==> src/rtl/cart_cmd_decoder.sv <==
// Bluetooth cart command decoder: UART bytes in, registered motion
// command and speed out, with byte timeout and link-loss watchdog.
module cart_cmd_decoder #(
  parameter int BYTE_TO_CYC = 5_000_000,
  parameter int WDOG_CYC    = 50_000_000,
  parameter int CNT_W       = 26
) (
  input  logic       clk,
  input  logic       rst,
  input  logic [7:0] rx_data,
  input  logic       rx_ready,
  output logic [2:0] cmd_code,
  output logic [3:0] speed,
  output logic       moving,
  output logic       cmd_valid,
  output logic       err,
  output logic       wdog_stop
);

  localparam logic [CNT_W-1:0] BYTE_MAX =
    CNT_W'(BYTE_TO_CYC - 1);
  localparam logic [CNT_W-1:0] WDOG_MAX =
    CNT_W'(WDOG_CYC - 1);

  localparam logic [7:0] CH_S = 8'h53;
  localparam logic [7:0] CH_F = 8'h46;
  localparam logic [7:0] CH_B = 8'h42;
  localparam logic [7:0] CH_L = 8'h4C;
  localparam logic [7:0] CH_R = 8'h52;

  typedef enum logic {
    IDLE,
    WAIT_SPD
  } state_t;

  state_t state_q, state_d;

  logic             sync1, sync2, sync3;
  logic             byte_stb;
  logic [7:0]       byte_q;
  logic             byte_vld;
  logic [2:0]       pend_q, pend_d;
  logic [2:0]       code_d;
  logic [3:0]       spd_d;
  logic             vld_d, err_d, wds_d;
  logic [CNT_W-1:0] bcnt_q, bcnt_d;
  logic [CNT_W-1:0] wd_q;
  logic [2:0]       dir_code;
  logic             is_stop, is_dir, is_dig;

  // rx_ready is from the baud clock domain
  always_ff @(posedge clk or negedge rst) begin
    if (!rst) begin
      sync1 <= 1'b0;
      sync2 <= 1'b0;
      sync3 <= 1'b0;
    end else begin
      sync1 <= rx_ready;
      sync2 <= sync1;
      sync3 <= sync2;
    end
  end

  assign byte_stb = sync2 & ~sync3;

  always_ff @(posedge clk or negedge rst) begin
    if (!rst) begin
      byte_q   <= 8'h00;
      byte_vld <= 1'b0;
    end else begin
      byte_vld <= byte_stb;
      if (byte_stb)
        byte_q <= rx_data;
    end
  end

  always_comb begin
    dir_code = 3'd0;
    unique case (byte_q)
      CH_F:    dir_code = 3'd1;
      CH_B:    dir_code = 3'd2;
      CH_L:    dir_code = 3'd3;
      CH_R:    dir_code = 3'd4;
      default: dir_code = 3'd0;
    endcase
  end

  assign is_stop = (byte_q == CH_S);
  assign is_dir  = (dir_code != 3'd0);
  assign is_dig  = (byte_q >= 8'h30) &&
                   (byte_q <= 8'h39);

  always_comb begin
    state_d = state_q;
    pend_d  = pend_q;
    code_d  = cmd_code;
    spd_d   = speed;
    vld_d   = 1'b0;
    err_d   = 1'b0;
    wds_d   = 1'b0;
    unique case (state_q)
      IDLE: begin
        if (byte_vld) begin
          unique case (1'b1)
            is_stop: begin
              code_d = 3'd0;
              spd_d  = 4'd0;
              vld_d  = 1'b1;
            end
            is_dir: begin
              pend_d  = dir_code;
              state_d = WAIT_SPD;
            end
            default: err_d = 1'b1;
          endcase
        end
      end
      WAIT_SPD: begin
        if (byte_vld) begin
          state_d = IDLE;
          unique case (1'b1)
            is_dig: begin
              code_d = pend_q;
              spd_d  = byte_q[3:0];
              vld_d  = 1'b1;
            end
            is_stop: begin
              code_d = 3'd0;
              spd_d  = 4'd0;
              vld_d  = 1'b1;
            end
            default: err_d = 1'b1;
          endcase
        // a byte already in the synchroniser beats the timeout
        end else if (bcnt_q == BYTE_MAX && !byte_stb) begin
          err_d   = 1'b1;
          state_d = IDLE;
        end
      end
      default: state_d = IDLE;
    endcase
    if (!vld_d && moving && wd_q == WDOG_MAX) begin
      code_d = 3'd0;
      spd_d  = 4'd0;
      wds_d  = 1'b1;
    end
  end

  always_comb begin
    bcnt_d = bcnt_q;
    if (state_q == IDLE && state_d == WAIT_SPD)
      bcnt_d = '0;
    else if (state_q == WAIT_SPD && bcnt_q != BYTE_MAX)
      bcnt_d = bcnt_q + CNT_W'(1);
  end

  always_ff @(posedge clk or negedge rst) begin
    if (!rst) begin
      state_q   <= IDLE;
      pend_q    <= 3'd0;
      bcnt_q    <= '0;
      wd_q      <= '0;
      cmd_code  <= 3'd0;
      speed     <= 4'd0;
      moving    <= 1'b0;
      cmd_valid <= 1'b0;
      err       <= 1'b0;
      wdog_stop <= 1'b0;
    end else begin
      state_q   <= state_d;
      pend_q    <= pend_d;
      bcnt_q    <= bcnt_d;
      cmd_code  <= code_d;
      speed     <= spd_d;
      moving    <= (code_d != 3'd0);
      cmd_valid <= vld_d;
      err       <= err_d;
      wdog_stop <= wds_d;
      if (vld_d || !moving || wds_d)
        wd_q <= '0;
      else if (wd_q != WDOG_MAX)
        wd_q <= wd_q + CNT_W'(1);
    end
  end

endmodule

==> config.mk <==
export PLATFORM = sky130hd
export DESIGN_NAME = cart_cmd_decoder
export DESIGN_NICKNAME = d
export VERILOG_FILES = /design/src/rtl/cart_cmd_decoder.sv
export SDC_FILE = /design/constraint.sdc
export NUM_CORES = 1
export LEC_CHECK = 0
export ABC_AREA = 1
export CAP_MARGIN = 20
export CORE_MARGIN = 5
export CORE_UTILIZATION = 35
export CTS_BUF_LIST = sky130_fd_sc_hd__clkbuf_16
export CTS_CLUSTER_DIAMETER = 80
export DETAILED_ROUTE_END_ITERATION = 12
export GPL_ROUTABILITY_DRIVEN = 0
export SYNTH_ARGS = -nofsm -noshare
export SYNTH_HDL_FRONTEND = slang
export SYNTH_SLANG_ARGS = --single-unit
==> constraint.sdc <==
create_clock -name clk -period 2.5 [get_ports clk]
set_input_delay 0.375 -clock clk [delete_from_list [all_inputs] [get_ports clk]]
set_output_delay 0.375 -clock clk [all_outputs]
set_load 0.005 [all_outputs]
### Word-level counts from Yosys, hierarchy flattened

Cells that the tools add are included.
W data, S select, Z words.

| word-level totals | value |
|---|---|
| bits of input ports | 11 |
| logic and storage cells | 88 |
| output and inout port bits | 11 |
| register bits after elaboration | 79 |

| operators by class | value |
|---|---|
| eq/ne operators | 13 |
| add/subtract/negate cells | 2 |
| order comparisons | 2 |
| bitwise gates (word level) | 3 |
| muxes and demuxes | 34 |
| reductions and logical operators | 19 |

Operators by type and width:

| operator | number |
|---|---|
| $mux W26 | 4 |
| $add A26 B1 Y26 const B | 2 |
| $eq A8 B7 Y1 const B | 5 |
| $eq A26 B23 Y1 const B | 1 |
| $eq A26 B26 Y1 const B | 1 |
| $ne A26 B23 Y1 const B | 1 |
| $ne A26 B26 Y1 const B | 1 |
| $mux W4 | 4 |
| $pmux W4 S2 | 2 |
| $mux W1 | 14 |
| $mux W3 | 4 |
| $pmux W3 S2 | 2 |
| $pmux W3 S4 | 1 |
| $ge A8 B6 Y1 const B | 1 |
| $le A8 B6 Y1 const B | 1 |
| $logic_and A1 B1 Y1 | 6 |
| $ne A3 B3 Y1 const B | 2 |
| $pmux W1 S2 | 3 |
| $reduce_bool A3 Y1 | 2 |
| $ne A4 B1 Y1 const B | 1 |
| $reduce_and A4 Y1 | 1 |
| $reduce_bool A2 Y1 | 2 |
| $reduce_or A2 Y1 | 2 |
| $logic_not A1 Y1 | 3 |
| 5 further kinds | 7 |

### Logic depth before layout (Yosys ltp)

| depth | value |
|---|---|
| depth in word-level cells | 12 |
| mapped depth | 11 |
| mapped depth without buffers | 10 |

### Worst setup path after synthesis

Ideal clock, no wire load.

| timing path | value |
|---|---|
| path kind | flip-flop to flip-flop |
| from | register bcnt_q[0] |
| to | register bcnt_q[16] |
| clock period less this slack | 1.558 ns |
| data arrival time | 1.440 ns |
| stages on the path, launching flop included | 12 |
| setup time | 0.118 ns |
| path buffers | 1 |
| setup slack | 0.942 ns |
| required time | 2.382 ns |
| cells stage by stage | dfrtp_1 > ha_1 > nand2_2 > inv_2 > nand2_4 > nor2_4 > nand2_2 > nand2_8 > inv_6 > buf_6 > nand3_1 > nand2_1 |

| on the way | value |
|---|---|
| cells in the longest elaborated chain, start to end | 7 |
| elaborated cells between the ends (all ways) | 12 |
| classes of those cells | add/sub (1); eq/ne (2); mux (5); reduce/logical (4) |

RTL lines:

| item | line | RTL |
|---|---|---|
| from (decl) | 46 | `logic [CNT_W-1:0] bcnt_q, bcnt_d;` |
| from (signal assigned) | 172 | `bcnt_q <= bcnt_d;` |
| branches (longest 7 deep; another with $add A26 B1 Y26) | -- |  |

Parallel ways; which one is timed is not known. The select of a mux whose other input is x is not followed.
A chain may end at the register's enable or synchronous reset.

### Worst setup path after layout

| timing path | value |
|---|---|
| from | register bcnt_q[0] |
| to | register bcnt_q[0] |

Same word-level chain as after synthesis.

==> flow_summary.yaml <==
yosys:
  seq_area_frac_synth_pct: 42.00
  syn_inst: 640
  yosysWarningCount: 0
  ys_ff_latch: 79
  yosysMostFrequentCell: "nand2_1"
  synth_common_cells: "nand2_1, nor2_1, dfrtp_1"
  synth_area_um2: 4707
  synthesis.nets: 653
  yosysUniqueCellTypes: 30
  synth-edff-count: 0
  ys.flop_type: "dfrtp_1"
  synth_top_cell_area_share_pct: 42.00
  post_synth.cell_area_avg_um2: 7.355
  synth_top_area_cell: "dfrtp_1"
  async_flop_share_pct: 100.0
  synth_area_leaders: "dfrtp_1, nand2_1, nor2_1, nand3_1, xor2_1"
critical_path:
  reg2reg_slack_ns: 0.71
  r2r_cells: 10
  startpoint_type: "register"
  crit_start: "bcnt_q[0]"
  cp-end-kind: "register"
  required_ns: 2.73
  arrival_ns: 2.01
  timing.rr.start: "bcnt_q[0]"
  criticalPathCategory: "register to register"
  crit_fanout: 27
  worstSetupEndpoint: "bcnt_q[0]"
  r2r-end: "bcnt_q[0]"
final_layout:
  n_antenna_cell: 0
  fin_util_pct: 40.66
  layout.nets: 675
  syn2layout_area_growth_pct: 13.93
  layout-drive-gt1-share_pct: 9.445
  fillers: 1362
  design_area_um2: 5363
placement:
  hpwl_um: 7431
  port_buffers: 21
  placed_area_um2: 5046
  placement.setup.worst_slack_ns: 0.7051
detailed_routing:
  viasPerCell: 4.804
  routed_wl_um: 9967
  wl_per_cell_um: 11.82
  vias: 4050
  antenna_left: 0
  drcViolationCount: 0
  drt-initial-drc-count: 236
  firstDrtPassIters: 4
sta:
  period_minus_slack_ns: 1.786
  tns_ns: 0
  fin_ws_ns: 0.7144
  relSlewSlack_pct: 66.68
  rsz0062_at_grt: "false"
  setup_viol: 0
  min_period_over_period_pct: 71.42
  final-hold-violation-count: 0
  fin_skew_ns: 0.008286
  max_freq_mhz: 560.0
  slew_viol_final: 0
  worstMarginPinSlew_ns: 0.4998
clocking:
  cts-root-buf: "clkbuf_16"
  cts_tree: "built"
  cts_sinks: 79
  post_cts_buffers: 0
  h-tree-depth: 3
  hold_buffers: 0
  clk_latency_ns: 0.34
  cts_resized: 0
  clockBufferDepth: 2
  clk_pin_slew_ns: 0.06
  cts_buffers: 9
grt:
  gr-total-overflow: 0
  antenna_found_initial: 0
  grt_max_degree: 80
  grt_usage_pct: 13.54
  grt_pass1_vias: 4012
  grt_pass1_wl_um: 18130
pwr:
  power.switching_mw: 0.7061
  p_clk_share_pct: 45.1
  p_leak_nw: 2.397
  comb_power_share_pct: 7.0
  seq_power_share_pct: 47.9
  switching_share_pct: 24.48
  power.internal_mw: 2.179
  vdd_drop_max_v: 0.0003806
  power_density_nw_per_um2: 537.9
die:
  chipHeight_um: 126.0
  initial_utilization_pct: 35.69
  core_area_um2: 13190
  die_width_um: 126.0
  pin_count: 22
  row_count: 42
  die_area_um2: 15870
run:
  maxCapViolCount: 0
run_status:
  status: "finished clean"
worst_hold_path:
  hold_class: "primary input to asynchronous set/reset pin"
==> how the worst min path moves through the flow <==
stage          startpoint           to
2_1_floorplan         rst    bcnt_q[0]
3_3_place_gp        sync1        sync2
3_5_place_dp        sync1        sync2
4_1_cts               rst  cmd_code[2]
5_1_grt               rst      wd_q[3]
6_report              rst     wd_q[14]
==> placed cells by master, fill, tap and decap left out, types with 6 or more instances in the layout <==
cell / netlist / routed
nand2_1: 192 / 192
nor2_1: 119 / 119
dfrtp_1: 79 / 79
nand3_1: 57 / 57
inv_1: 50 / 50
xor2_1: 22 / 22
clkdlybuf4s50_1: 0 / 20
nand3_2: 18 / 18
o21ai_0: 17 / 17
nor3_1: 15 / 15
nand4_1: 9 / 9
nand2_2: 9 / 9
clkbuf_16: 0 / 9
nand3b_1: 8 / 8
xnor2_1: 7 / 7
inv_2: 6 / 6
==> power by group through the flow <==
| stage | Sequential [mW] | Combinational [mW] | Clock (mW) |
|---|---|---|---|
| finish | 1.38 | 0.202 | 1.30 |
| global route | 1.39 | 0.233 | 1.41 |
| CTS | 1.38 | 0.203 | 1.35 |
| detailed placement | 1.40 | 0.202 | 0 |
| global placement | 1.40 | 0.202 | 0 |
| floorplan | 1.39 | 0.133 | 0 |
==> critical path, cell delays in order (launching register included) <==
cell     delay, ns
dfrtp_1       0.44
ha_1          0.28
nand2_2       0.09
inv_2         0.08
nand2_4       0.07
nor2_4        0.12
nand2_2       0.09
nand2_8       0.18
inv_6         0.15
nor2_1        0.12
nor2_1        0.05
==> flip-flops by register name (all words and copies together), names as in the netlist <==
name and cells:
cmd_valid 1, sync2 1, moving 1, wdog_stop 1
cmd_code 3, state_q 1, byte_q 8, bcnt_q 26
sync1 1, byte_vld 1, speed 4, wd_q 26
pend_q 3, sync3 1, err 1
==> area by class of cell <==
cell class                      instances  area [µm²]  area share (%)
Clock buffer                            9       225.2           4.200
Multi-Input combinational cell        489        2384           44.45
Inverter                               58       222.7           4.153
Timing Repair Buffer                   25       262.8           4.900
Tap cell                              176       220.2           4.106
Sequential cell                        79        1977           36.86
Clock inverter                          7       71.32           1.330
==> metrics by stage <==
| stage | hold WS, ns | power (mW) | instances |
|---|---|---|---|
| after detailed placement | 0.3411 | 1.607 | 826 |
| final | 0.001066 | 2.885 | 843 |
| after global routing | 0.03884 | 3.036 | 843 |
| after global placement | 0.3509 | 1.604 | 826 |
| after floorplan | 0.07941 | 1.523 | 640 |
| after CTS | 0.2362 | 2.935 | 842 |
==> logic make-up after synthesis <==
logic type	Yosys count	share of synthesized area, %
buf+inv	72	7.363
simple gates	438	42.58
compound gates	20	2.126
fa+ha+maj	2	0.5315
xor+xnor	29	5.396
flops	79	42.00
==> per-layer routing <==
metal	up-vias	track usage (%)	wire length [µm]
met3	4	3.853	342
li1	2060	-	-
met2	59	21.94	4778
met5	-	0	0
met1	1927	17.47	4764
met4	0	4.543	82
(Power assumes the default switching activity.)
